===== config.mk =====
export PLATFORM = sky130hd
export DESIGN_NAME = sub_arb
export DESIGN_NICKNAME = d
export VERILOG_FILES = /design/src/rtl/sub_arb.sv
export SDC_FILE = /design/constraint.sdc
export NUM_CORES = 1
export LEC_CHECK = 0
export CORE_ASPECT_RATIO = 0.8
export CORE_MARGIN = 4
export CORE_UTILIZATION = 28
export CTS_CLUSTER_SIZE = 16
export DETAILED_ROUTE_END_ITERATION = 16
export GPL_TIMING_DRIVEN = 0
export HOLD_SLACK_MARGIN = 0.02
export PLACE_DENSITY = 0.64
export SYNTH_ARGS = -nofsm -noshare
export SYNTH_HDL_FRONTEND = slang
export SYNTH_SLANG_ARGS = --single-unit

===== constraint.sdc =====
create_clock -name clk -period 5.55 [get_ports clk]
set_input_delay 1.11 -clock clk [delete_from_list [all_inputs] [get_ports clk]]
set_output_delay 1.11 -clock clk [all_outputs]
set_load 0.005 [all_outputs]

===== src/rtl/sub_arb.sv =====
// Two-requester subtractor sharing one adder and one result register, round-robin arbitrated.
// Define SUB_ARB_LOCK_EN to hold the grant on a requester until its eot=1 transfer is accepted.
module sub_arb #(
  parameter int unsigned W      = 16,
  parameter bit          SIGNED = 1'b0
) (
  input  logic           clk,
  input  logic           rst,
  input  logic           req0_dvalid,
  output logic           req0_dready,
  input  logic [2*W-1:0] req0_data,
  input  logic           req0_eot,
  input  logic           req1_dvalid,
  output logic           req1_dready,
  input  logic [2*W-1:0] req1_data,
  input  logic           req1_eot,
  output logic           res0_dvalid,
  input  logic           res0_dready,
  output logic [W:0]     res0_data,
  output logic           res0_eot,
  output logic           res1_dvalid,
  input  logic           res1_dready,
  output logic [W:0]     res1_data,
  output logic           res1_eot
);

  localparam int unsigned RW = W + 1;

  localparam logic [0:0] EMPTY = 1'b0;
  localparam logic [0:0] FULL  = 1'b1;

  logic [0:0]    state;
  logic [0:0]    state_nxt;
  logic          owner;
  logic          last;
  logic [RW-1:0] data_q;
  logic          eot_q;
`ifdef SUB_ARB_LOCK_EN
  logic          locked;
`endif

  logic          full;
  logic          drain_c;
  logic          can_accept_c;
  logic          grant_c;
  logic          gvalid_c;
  logic          accept_c;
  logic [2*W-1:0] sel_data_c;
  logic          sel_eot_c;
  logic [RW-1:0] a_ext_c;
  logic [RW-1:0] b_ext_c;
  logic [RW-1:0] diff_c;

  assign full         = (state == FULL);
  assign drain_c      = full & (owner ? res1_dready : res0_dready);
  assign can_accept_c = ~full | drain_c;

  // Round-robin pick; while locked, only the burst owner is considered.
  always_comb begin
    grant_c  = ~last;
    gvalid_c = 1'b0;
    if (req0_dvalid && req1_dvalid) begin
      grant_c  = ~last;
      gvalid_c = 1'b1;
    end else if (req0_dvalid) begin
      grant_c  = 1'b0;
      gvalid_c = 1'b1;
    end else if (req1_dvalid) begin
      grant_c  = 1'b1;
      gvalid_c = 1'b1;
    end
`ifdef SUB_ARB_LOCK_EN
    if (locked) begin
      grant_c  = last;
      gvalid_c = last ? req1_dvalid : req0_dvalid;
    end
`endif
  end

  // rst gates the handshake so dready drops the moment reset asserts.
  assign accept_c    = rst & can_accept_c & gvalid_c;
  assign req0_dready = accept_c & ~grant_c;
  assign req1_dready = accept_c & grant_c;

  assign sel_data_c = grant_c ? req1_data : req0_data;
  assign sel_eot_c  = grant_c ? req1_eot : req0_eot;

  always_comb begin
    if (SIGNED) begin
      a_ext_c = {sel_data_c[W-1], sel_data_c[W-1:0]};
      b_ext_c = {sel_data_c[2*W-1], sel_data_c[2*W-1:W]};
    end else begin
      a_ext_c = {1'b0, sel_data_c[W-1:0]};
      b_ext_c = {1'b0, sel_data_c[2*W-1:W]};
    end
  end

  assign diff_c = a_ext_c - b_ext_c;

  // Result register occupancy: a drain and a refill in the same cycle stays FULL.
  always_comb begin
    state_nxt = state;
    case (state)
      EMPTY:   if (accept_c) state_nxt = FULL;
      FULL:    if (accept_c) state_nxt = FULL;
               else if (drain_c) state_nxt = EMPTY;
      default: state_nxt = EMPTY;
    endcase
  end

  always_ff @(posedge clk or negedge rst) begin
    if (!rst) state <= EMPTY;
    else      state <= state_nxt;
  end

  always_ff @(posedge clk or negedge rst) begin
    if (!rst) begin
      data_q <= '0;
      eot_q  <= 1'b0;
      owner  <= 1'b0;
      last   <= 1'b1;
    end else if (accept_c) begin
      data_q <= diff_c;
      eot_q  <= sel_eot_c;
      owner  <= grant_c;
      last   <= grant_c;
    end
  end

`ifdef SUB_ARB_LOCK_EN
  // The lock owner is always the last grantee, so only a flag is kept.
  always_ff @(posedge clk or negedge rst) begin
    if (!rst)          locked <= 1'b0;
    else if (accept_c) locked <= ~sel_eot_c;
  end
`endif

  assign res0_dvalid = full & ~owner;
  assign res1_dvalid = full & owner;
  assign res0_data   = data_q;
  assign res1_data   = data_q;
  assign res0_eot    = eot_q;
  assign res1_eot    = eot_q;

endmodule


## Yosys cells after proc, flatten, opt, wreduce, memory -nomap -nowiden

Index checks and enable logic that the tools add are counted.

| operators by class | value |
|---|---|
| add/subtract/negate cells | 1 |
| muxes and demuxes | 13 |
| bitwise logic cells | 12 |
| reductions and logical operators | 1 |

Operator list:

| cell | count |
|---|---|
| two-way mux 32 bit | 1 |
| subtractor 16 x 16 -> 17 bit | 1 |
| two-way mux 1 bit | 11 |
| AND 1 bit | 7 |
| inverter 1 bit | 4 |
| case mux 1 bit (2 select lines) | 1 |
| logical AND 1 bit | 1 |
| OR 1 bit | 1 |

| storage, ports and cells | value |
|---|---|
| register bits | 21 |
| output and inout bits | 40 |
| word-level logic and storage cells | 32 |

## Logic depth before layout (Yosys ltp)

Gate-level depths: netlist of the first run.

| depth | value |
|---|---|
| depth in word-level cells | 7 |
| gate-level depth with buffers | 14 |

## Worst setup path before layout of the first run

Ideal clock, no wire load.

| path | value |
|---|---|
| kind | input-to-reg |
| start | input req1_dvalid |
| end | register data_q[16], in the netlist res0_data[16] |
| library setup time | 82 ps |
| arrival time | 3616 ps |
| slack | 1852 ps |
| stages on the path | 14 |
| buffers on the path | 2 |
| path through | inv_1 > maj3_1 > clkbuf_1 > buf_2 > mux2i_1 > ha_1 > inv_1 > fa_1 > a21o_1 > a31o_1 > nand2_2 > o21ai_2 > a221o_1 > a31oi_1 |

| on the way | value |
|---|---|
| longest elaborated chain between the ends | 5 |
| elaborated cells on any way between the ends | 10 |
| classes of those cells | add/sub (1); mux (7); bitwise (1); reduce/logical (1) |

Ends and longest elaborated chain:

| element | RTL line | source |
|---|---|---|
| start: declaration | 13 | `input logic req1_dvalid,` |
| two-way mux 1 bit | 68 | `end else if (req1_dvalid) begin` |
| two-way mux 1 bit | 65 | `end else if (req0_dvalid) begin` |
| two-way mux 1 bit | 62 | `if (req0_dvalid && req1_dvalid) begin` |
| two-way mux 32 bit | 85 | `assign sel_data_c = grant_c ? req1_data : req0_data;` |
| subtractor 16 x 16 -> 17 bit | 98 | `assign diff_c = a_ext_c - b_ext_c;` |
| end signal: assignment | 123 | `data_q <= diff_c;` |
| end: declaration | 36 | `logic [RW-1:0] data_q;` |

Several ways; a longest one is shown, not always the timed one.
A chain may end at the register's enable or synchronous reset.

## Worst setup path after layout of the first run

| path | value |
|---|---|
| start | input rst |
| end | output req1_dready |

| on the way | value |
|---|---|
| longest elaborated chain between the ends | 3 |

Ends and longest elaborated chain:

| element | RTL line | source |
|---|---|---|
| start: declaration | 8 | `input logic rst,` |
| AND 1 bit (2 in series) | 81 | `assign accept_c = rst & can_accept_c & gvalid_c;` |
| AND 1 bit | 83 | `assign req1_dready = accept_c & grant_c;` |
| end: declaration | 14 | `output logic req1_dready,` |

No other way between the ends.

==> metrics list, run 1 <==
* Run status: complete, no violations
- Buffers added on ports: 111
- Hold repair after CTS inserted 0 buffers.
- Total die area: around 9000 sq um
* Capturing element type of the critical path: output port
* Count of antenna-violating nets left after detailed routing: 0
- Total routing usage reported by global routing: 0.137
- 112 I/O pins were placed.
- Average wire per standard cell: 14.3 microns
- RSZ-0062 raised after global routing: no
* Critical path's slowest cell: sky130_fd_sc_hd__clkdlybuf4s50_1
- Among all flip-flop cells after synthesis, the most frequent one is sky130_fd_sc_hd__dfrtp_1.
- Most frequent CP cell: sky130_fd_sc_hd__clkdlybuf4s50_1
- Library cell occupying the most area in the post-synthesis netlist: sky130_fd_sc_hd__dfrtp_1
* Number of synthesized register bits: 21
- After detailed routing, the number of vias per cell comes to 4.76.
* Post-route setup TNS: 0 ns
- The detailed router placed between 2000 and 2500 vias in this run.
- Synthesis-to-layout area growth: 60.4%
- Of all nets on the critical path, the largest fanout is 22.
- 0 antenna diodes ended up in the layout.
- Clock skew on the completed layout was measured at 0.00199 ns.
* Max_cap viols: 0
- For this run, design rule violations remaining after detail routing come to 0.
- Final setup margin: approximately 0.44 ns
- CTS built an H-tree with a depth of 1.
- Root buffer selected by CTS: sky130_fd_sc_hd__clkbuf_8
- Across all register-to-register paths, the minimum setup slack is 2.03 ns.
* Static Leakage: 1.44 nW
* Maximum buffer depth of the clock tree: 2
- CP required: between 4 and 5 ns
- Setup slack at placement: 0.366 ns
- By area the synthesized netlist is led by sky130_fd_sc_hd__dfrtp_1 (24%), sky130_fd_sc_hd__ha_1 (9.6%), sky130_fd_sc_hd__mux2_2 (9.1%).
- Total detailed-routing wirelength: 6.31 mm
* Top cells by count, synth: sky130_fd_sc_hd__nand2_1 (30), sky130_fd_sc_hd__dfrtp_1 (20), sky130_fd_sc_hd__buf_4 (18), sky130_fd_sc_hd__mux2i_1 (18), sky130_fd_sc_hd__mux2_2 (17)
- In the final layout, the share of cells above drive strength 1 is 0.141.
- Of the post-synthesis cell area, the dominant cell type holds 0.239.
- Syn_area_per_cell: 8.77 sq um
- Int Pwr: 0.796 mW
- Of all flip-flops after synthesis, the portion carrying an async set or reset was 1.00.
* WS Path Type: input pin to output port
- HPWL reported at the end of detailed placement: 5.21 mm
- Cell with the most instances after synthesis: sky130_fd_sc_hd__nand2_1
* Fillcell total: 692
* Clock tree from TritonCTS: yes
- Clock group share of total power: 0.082
* Total number of placement rows: 27
- Vias in the first global route: 2092
* Cells along the critical path: clkdlybuf4s50_1 > o21ai_0 > nand2b_1 > buf_6 > buf_2 > nor2_1 > clkdlybuf4s50_1
* Number of antenna violations at the first check in global routing: 0
- Clock tree sinks: 21
* Post-CTS repair timing setup buffer count: 0
* EDFF count, synth: 0
- On the worst path, the slowest cell contributes a delay of 1.18 ns.
- Across the VDD grid, the largest voltage drop is 0.160 mV.
- Leaving out filler cells and counting taps, the final layout contains 441.
- The share of the Yosys chip area taken by registers is 0.251.
* Maximum clock frequency: 196 MHz
- Gate Count Post-Synth: 239
* Netlist cell types: 47
* Number of warnings printed during yosys synthesis: 0
- Nets: 444
- The path class of the tightest hold or removal check is register to register.
- Setup violations remaining at the end of the flow were counted as 0.
- After clock tree synthesis, the clock-pin slew on the worst setup and hold paths is around 0.080 ns.
- CP Launch Type: input pin
- Tmin final: 5.11 ns
* Critical path's top delay family: buffers and inverters
* Area of the mapped netlist: between 2000 and 2500 sq um
- Summed over all nets, the switching power comes to 0.454 mW.
* Part of the total power dissipated in sequential elements: 0.226
- Switching share of total power: 0.363
- Clock tree synthesis inserted a total of 3 buffers.
* RD Place Congestion: 0.833
* Comb power frac: 0.692
* Placeable core region: about 7100 sq um
- Power spread over the standard cell area amounts to 372 nW/um^2.
- First DRT Iteration DRCs: between 60 and 70
- STA puts the critical path data arrival time at roughly 4.0 ns.
- Entering global routing, the biggest net connects 23 pins.
- Relative slew margins: 0.286
* Transition at the pin with the smallest max-transition slack: 1.07 ns
- Number of placed cells counting well taps: between 400 and 500
- The total overflow left after global routing is 0.
- The final count of pins violating max slew is 0.
* Synth Net Count: 328
- Clock insertion delay at the later pin of the skew report: approximately 0.26 ns
- For this configuration, the core starts out at a cell density of 0.297.
* Resize count post-CTS: 0
- The first global-routing pass estimated 10.2 mm of wire.
- Final count of hold timing violations: 0
- The first detailed-routing pass took 5 iterations.
* Die extent in x: between 100 and 150 microns
- Vert. Die Dim: 85.4 microns
- In the finished design, the share of the clock period the worst path needs comes to 0.921.
- The number of buffers and inverters on the critical path is 4.
==> routing by layer <==
metal | global-route usage | part of all wire | vias to the layer above
met5 | 0 | 0 | -
met4 | 0.0107 | 0.0013 | 0
met3 | 0.0335 | 0.057 | 2
met2 | 0.222 | 0.47 | 67
met1 | 0.194 | 0.47 | 948
li1 | - | - | 1080
==> layout make-up <==
type,instances,area (sq um),area share
multi-input cells,188,1380,0.409
well taps,87,109,0.0324
plain buffers,26,178,0.0528
clock inverters,1,5.00,0.00149
inverters,4,15.0,0.00447
repair buffers,111,1110,0.330
flip-flops and latches,21,527,0.157
clock buffers,3,41.3,0.0123
==> metrics by stage <==
step                instance area (sq um)  utilization  hold slack, ns  total power, mW
floorplan                            2100            -           0.481            0.745
global placement                     3320        0.470           0.494             1.14
detailed placement                   3320        0.470           0.497             1.16
CTS                                  3360        0.476           0.508             1.27
global route                         3360        0.476           0.564             1.36
finish                               3360        0.476           0.505             1.25
==> power by group through the flow <==
stage / combinational, mW / sequential [mW] / clock [mW]
5_1_grt: 0.946 / 0.296 / 0.116
6_report: 0.865 / 0.283 / 0.102
3_5_place_dp: 0.867 / 0.288 / 0
4_1_cts: 0.873 / 0.286 / 0.107
2_1_floorplan: 0.467 / 0.278 / 0
3_3_place_gp: 0.858 / 0.284 / 0
==> final timing paths <==
check | depth (start not counted) | endpoint | start
max | 7 | req1_dready | rst
min | 2 | last | last
max reg2reg | 13 | res0_data[16] | last
min reg2reg | 2 | last | last
max in group asynchronous | 1 | res0_data[4] | rst
min in group asynchronous | 1 | res0_eot | rst
==> cell families after synthesis <==
logic type,count (synthesis),share of synthesized area
AO/OA/AOI/OAI,56,0.180
flip-flops,21,0.251
XOR/XNOR,7,0.0293
adder cells (fa/ha/maj),18,0.110
AND/OR/NAND/NOR,72,0.160
buffers and inverters,30,0.0919
multiplexers,35,0.177
==> layout by cell type (no fill, tap or decap), drive strengths merged, types with 2 or more instances in the layout <==
master / netlist / final
xnor2: 5 / 5
nor2b: 2 / 2
a31oi: 3 / 3
o31ai: 4 / 4
mux2i: 18 / 18
clkbuf: 3 / 6
a21oi: 15 / 15
o211ai: 2 / 2
nor2: 14 / 14
o21a: 4 / 4
nor3b: 3 / 3
o21ai: 16 / 16
mux2: 17 / 17
a21o: 3 / 3
nand3: 8 / 8
dfrtp: 20 / 20
buf: 23 / 23
clkdlybuf4s50: 0 / 111
ha: 16 / 16
nor3: 2 / 2
nand4: 3 / 3
nand2: 31 / 31
xor2: 2 / 2
a211o: 2 / 2
inv: 4 / 4
a211oi: 3 / 3
and2: 2 / 2
nand2b: 2 / 2
==> registers in the layout, summed over array words and instances, names as in the netlist <==
name,count
res0_data,17
full,1
last,1
owner,1
res0_eot,1
==> worst reg2reg max path: cells and delay by family, from the launching register on <==
family / cells / cell delay, ns
adder cells (fa/ha/maj): 3 / 0.75
flip-flops: 1 / 0.53
buffers and inverters: 3 / 0.79
AND/OR/NAND/NOR: 1 / 0.12
AO/OA/AOI/OAI: 5 / 1.03
multiplexers: 1 / 0.23
Power figures use the tool's default switching activity.
==> run 2, diff against run 1 <==
--- a/config.mk
+++ b/config.mk
@@ -12,7 +12,7 @@
 export DETAILED_ROUTE_END_ITERATION = 16
 export GPL_TIMING_DRIVEN = 0
 export HOLD_SLACK_MARGIN = 0.02
-export PLACE_DENSITY = 0.64
+export PLACE_DENSITY = 0.68
 export SYNTH_ARGS = -nofsm -noshare
 export SYNTH_HDL_FRONTEND = slang
 export SYNTH_SLANG_ARGS = --single-unit
==> metrics list, run 2 (synthesis gave the netlist of run 1 again) <==
* Run status: complete, no violations
* Post-CTS repair timing setup buffer count: 0
* Clock tree sinks: 21
- Count of antenna-violating nets left after detailed routing: 0
- Areal power density over the cells: 372 nW/um^2
- In this run the deepest clock path goes through 2 buffers.
- Number of antenna violations at the first check in global routing: 0
- Maximum level of the CTS H-tree: 1
- Number of placed cells counting well taps: ~440
* Worst min-delay path class: register to register
- RSZ-0062 raised after global routing: no
* Share of post-route cells with drive strength above 1: 0.138
- Cell internal power was estimated by the tool at roughly 0.8 mW.
- At the worst endpoint, the required time is roughly 4.4 ns.
- Worst-case hold path end point: last
* Switching share of total power: 0.363
- After filler insertion, the fill cell instance count of the layout stands at ~670.
* Clock transition at the register clock pins on the worst setup and hold paths after CTS: around 0.08 ns
* Static Leakage: 1.44 nW
- Starting density of the core: 0.297
* Top-level port count: 112
- Comb power frac: 0.689
* GRT overflow: 0
* HPWL reported at the end of detailed placement: 5.41 mm
- Tmin final: 5.10 ns
- Together, buffers and inverters on the worst path number 4.
- The final hold violation count was 0.
* FF-to-FF End: res0_data[16]
* Vert. Die Dim: roughly 85 microns
- For this run, design rule violations remaining after detail routing come to 0.
- Part of the total power dissipated in sequential elements: 0.228
* Switching power: 0.455 mW
* Cells along the critical path: clkdlybuf4s50_1 > o21ai_0 > nand2b_1 > buf_6 > buf_2 > nor2_1 > clkdlybuf4s50_1
- Post-route setup TNS: 0 ns
* Critical path's top delay family: buffers and inverters
* Max_cap viols: 0
* Clock tree from TritonCTS: yes
* Endpoint arrival time on the critical path: 3.99 ns
- Total routing usage reported by global routing: 0.140
- The final count of pins violating max slew came to 0.
- Beginning of the worst hold path: last
- Clock insertion delay at the later pin of the skew report: 0.26 ns
- The worst-case IR drop observed on VDD is 0.137 mV.
- Clock group share of total power: 0.083
- Once layout is complete, the utilization of the core stands at 0.476.
- Initial DRT Pass Iterations: 4
- In this run the register-to-register setup slack is 2.01 ns.
* Final cell count without fillers: 441
- Along the worst path, the maximum fanout reaches 22.
- Total number of placement rows: 27
- Using the TritonRoute via totals, the vias-per-cell ratio works out to 4.89.
- Across the routed clock network, the largest skew measured is 0.00645 ns.
* Relative slew margins: 0.295
* Final count of negative-setup-slack endpoints: 0
- First DRT Iteration DRCs: 68
- Area of all placed cells without fillers: 3360 sq um
- The worst setup path is launched from an input pin.
- In the finished design, the share of the clock period the worst path needs comes to 0.919.
- Buffers added on ports: 111
- The worst register-to-register path has a depth of 13.
- RD Place Congestion: 0.839
* Total detailed-routing wirelength: around 6.4 mm
- Leaving out fill and tap cells, the most frequent cell in the layout is sky130_fd_sc_hd__clkdlybuf4s50_1.
- Nets: 444
- Critical path's slowest cell: sky130_fd_sc_hd__clkdlybuf4s50_1
* Number of flip-flops under the largest register name: 17
- Root buffer selected by CTS: sky130_fd_sc_hd__clkbuf_8
- The worst setup path is captured at an output port.
- Worst r2r src: last
- First-pass GRT wire length: 10.4 mm
- Most frequent CP cell: sky130_fd_sc_hd__clkdlybuf4s50_1
- Number of clock buffers inserted by TritonCTS: 3
- Vias: between 2000 and 2500
- The repair_antennas step left the layout with diodes totalling 0.
* Most used cells in the layout excluding fill and tap cells: sky130_fd_sc_hd__clkdlybuf4s50_1 (111), sky130_fd_sc_hd__nand2_1 (30), sky130_fd_sc_hd__dfrtp_1 (20)
- The setup path with the least slack is of type input pin to output port.
- After detailed routing, the average wire length per cell comes to 14.5 microns.
- Resize count post-CTS: 0
- In this design, the stage delay of the slowest critical-path cell is approximately 1.2 ns.
- The number of global-route vias before repair was 2221.
- The total area inside the core boundary comes to 7060 sq um.
- Hold path cells: 2
- Static timing analysis puts the maximum clock frequency at 196 MHz.
* Number of hold buffers added after CTS: 0
* Total die area: 8940 sq um
* Placed Area: 3320 sq um
- Synthesis-to-layout area growth: 60.4%
* Transition at the pin with the smallest max-transition slack: 1.05 ns
- Pin count of the biggest net entering global routing: 23
- Die extent in x: roughly 100 microns
## run 2: changes by cell type in the layout (fill, tap and decap cells not counted)
| cell | before | now |
|---|---|---|
| sky130_fd_sc_hd__clkinv_2 | 1 | 0 |
| sky130_fd_sc_hd__clkbuf_1 | 3 | 4 |
## run 2: stage by stage
step | hold WS [ns] | setup slack (ns) | total power [mW]
CTS | 0.508 | 0.394 | 1.27
detailed placement | 0.497 | 0.393 | 1.16
floorplan | 0.481 | 1.85 | 0.745
global placement | 0.494 | 0.458 | 1.14
global route | 0.563 | 0.135 | 1.35
finish | 0.510 | 0.452 | 1.25
## run 2: cell type report
cell class                 instances  area, sq um  share of cell area
timing repair buffer             111         1110               0.331
sequential                        21          527               0.157
tap                               87          109              0.0324
multi-input combinational        188         1380               0.410
buffer                            26          178              0.0529
clock buffer                       4         45.0              0.0134
inverter                           4         15.0             0.00447
## run 2: metal layers
| metal | vias to the layer above | routed length, microns | track usage |
|---|---|---|---|
| met3 | 2 | 398 | 0.0357 |
| met4 | 0 | 8 | 0.0131 |
| met5 | - | 0 | 0 |
| met2 | 66 | 3160 | 0.253 |
| met1 | 1006 | 2830 | 0.174 |
| li1 | 1084 | - | - |
## run 2: how the worst max path moves through the flow
stage	start	endpoint	slack (ns)	cells past startpoint
global route	rst	req1_dready	0.14	7
finish	rst	req1_dready	0.45	7
CTS	rst	req1_dready	0.39	7
detailed placement	rst	req1_dready	0.39	7
floorplan	req1_dvalid	res0_data[16]	1.85	14
global placement	rst	req1_dready	0.46	7
## run 2: worst min-delay path: cells and delay by family (launching register included)
| kind | cells | cell delay (ns) |
|---|---|---|
| flip-flops | 1 | 0.37 |
| AND/OR/NAND/NOR | 2 | 0.14 |
## run 2: power groups by stage
stage          logic (mW)  registers, mW  clock network, mW
3_5_place_dp        0.869          0.290                  0
3_3_place_gp        0.851          0.286                  0
4_1_cts             0.872          0.288              0.107
2_1_floorplan       0.467          0.278                  0
6_report            0.863          0.285              0.104
5_1_grt             0.942          0.299              0.113
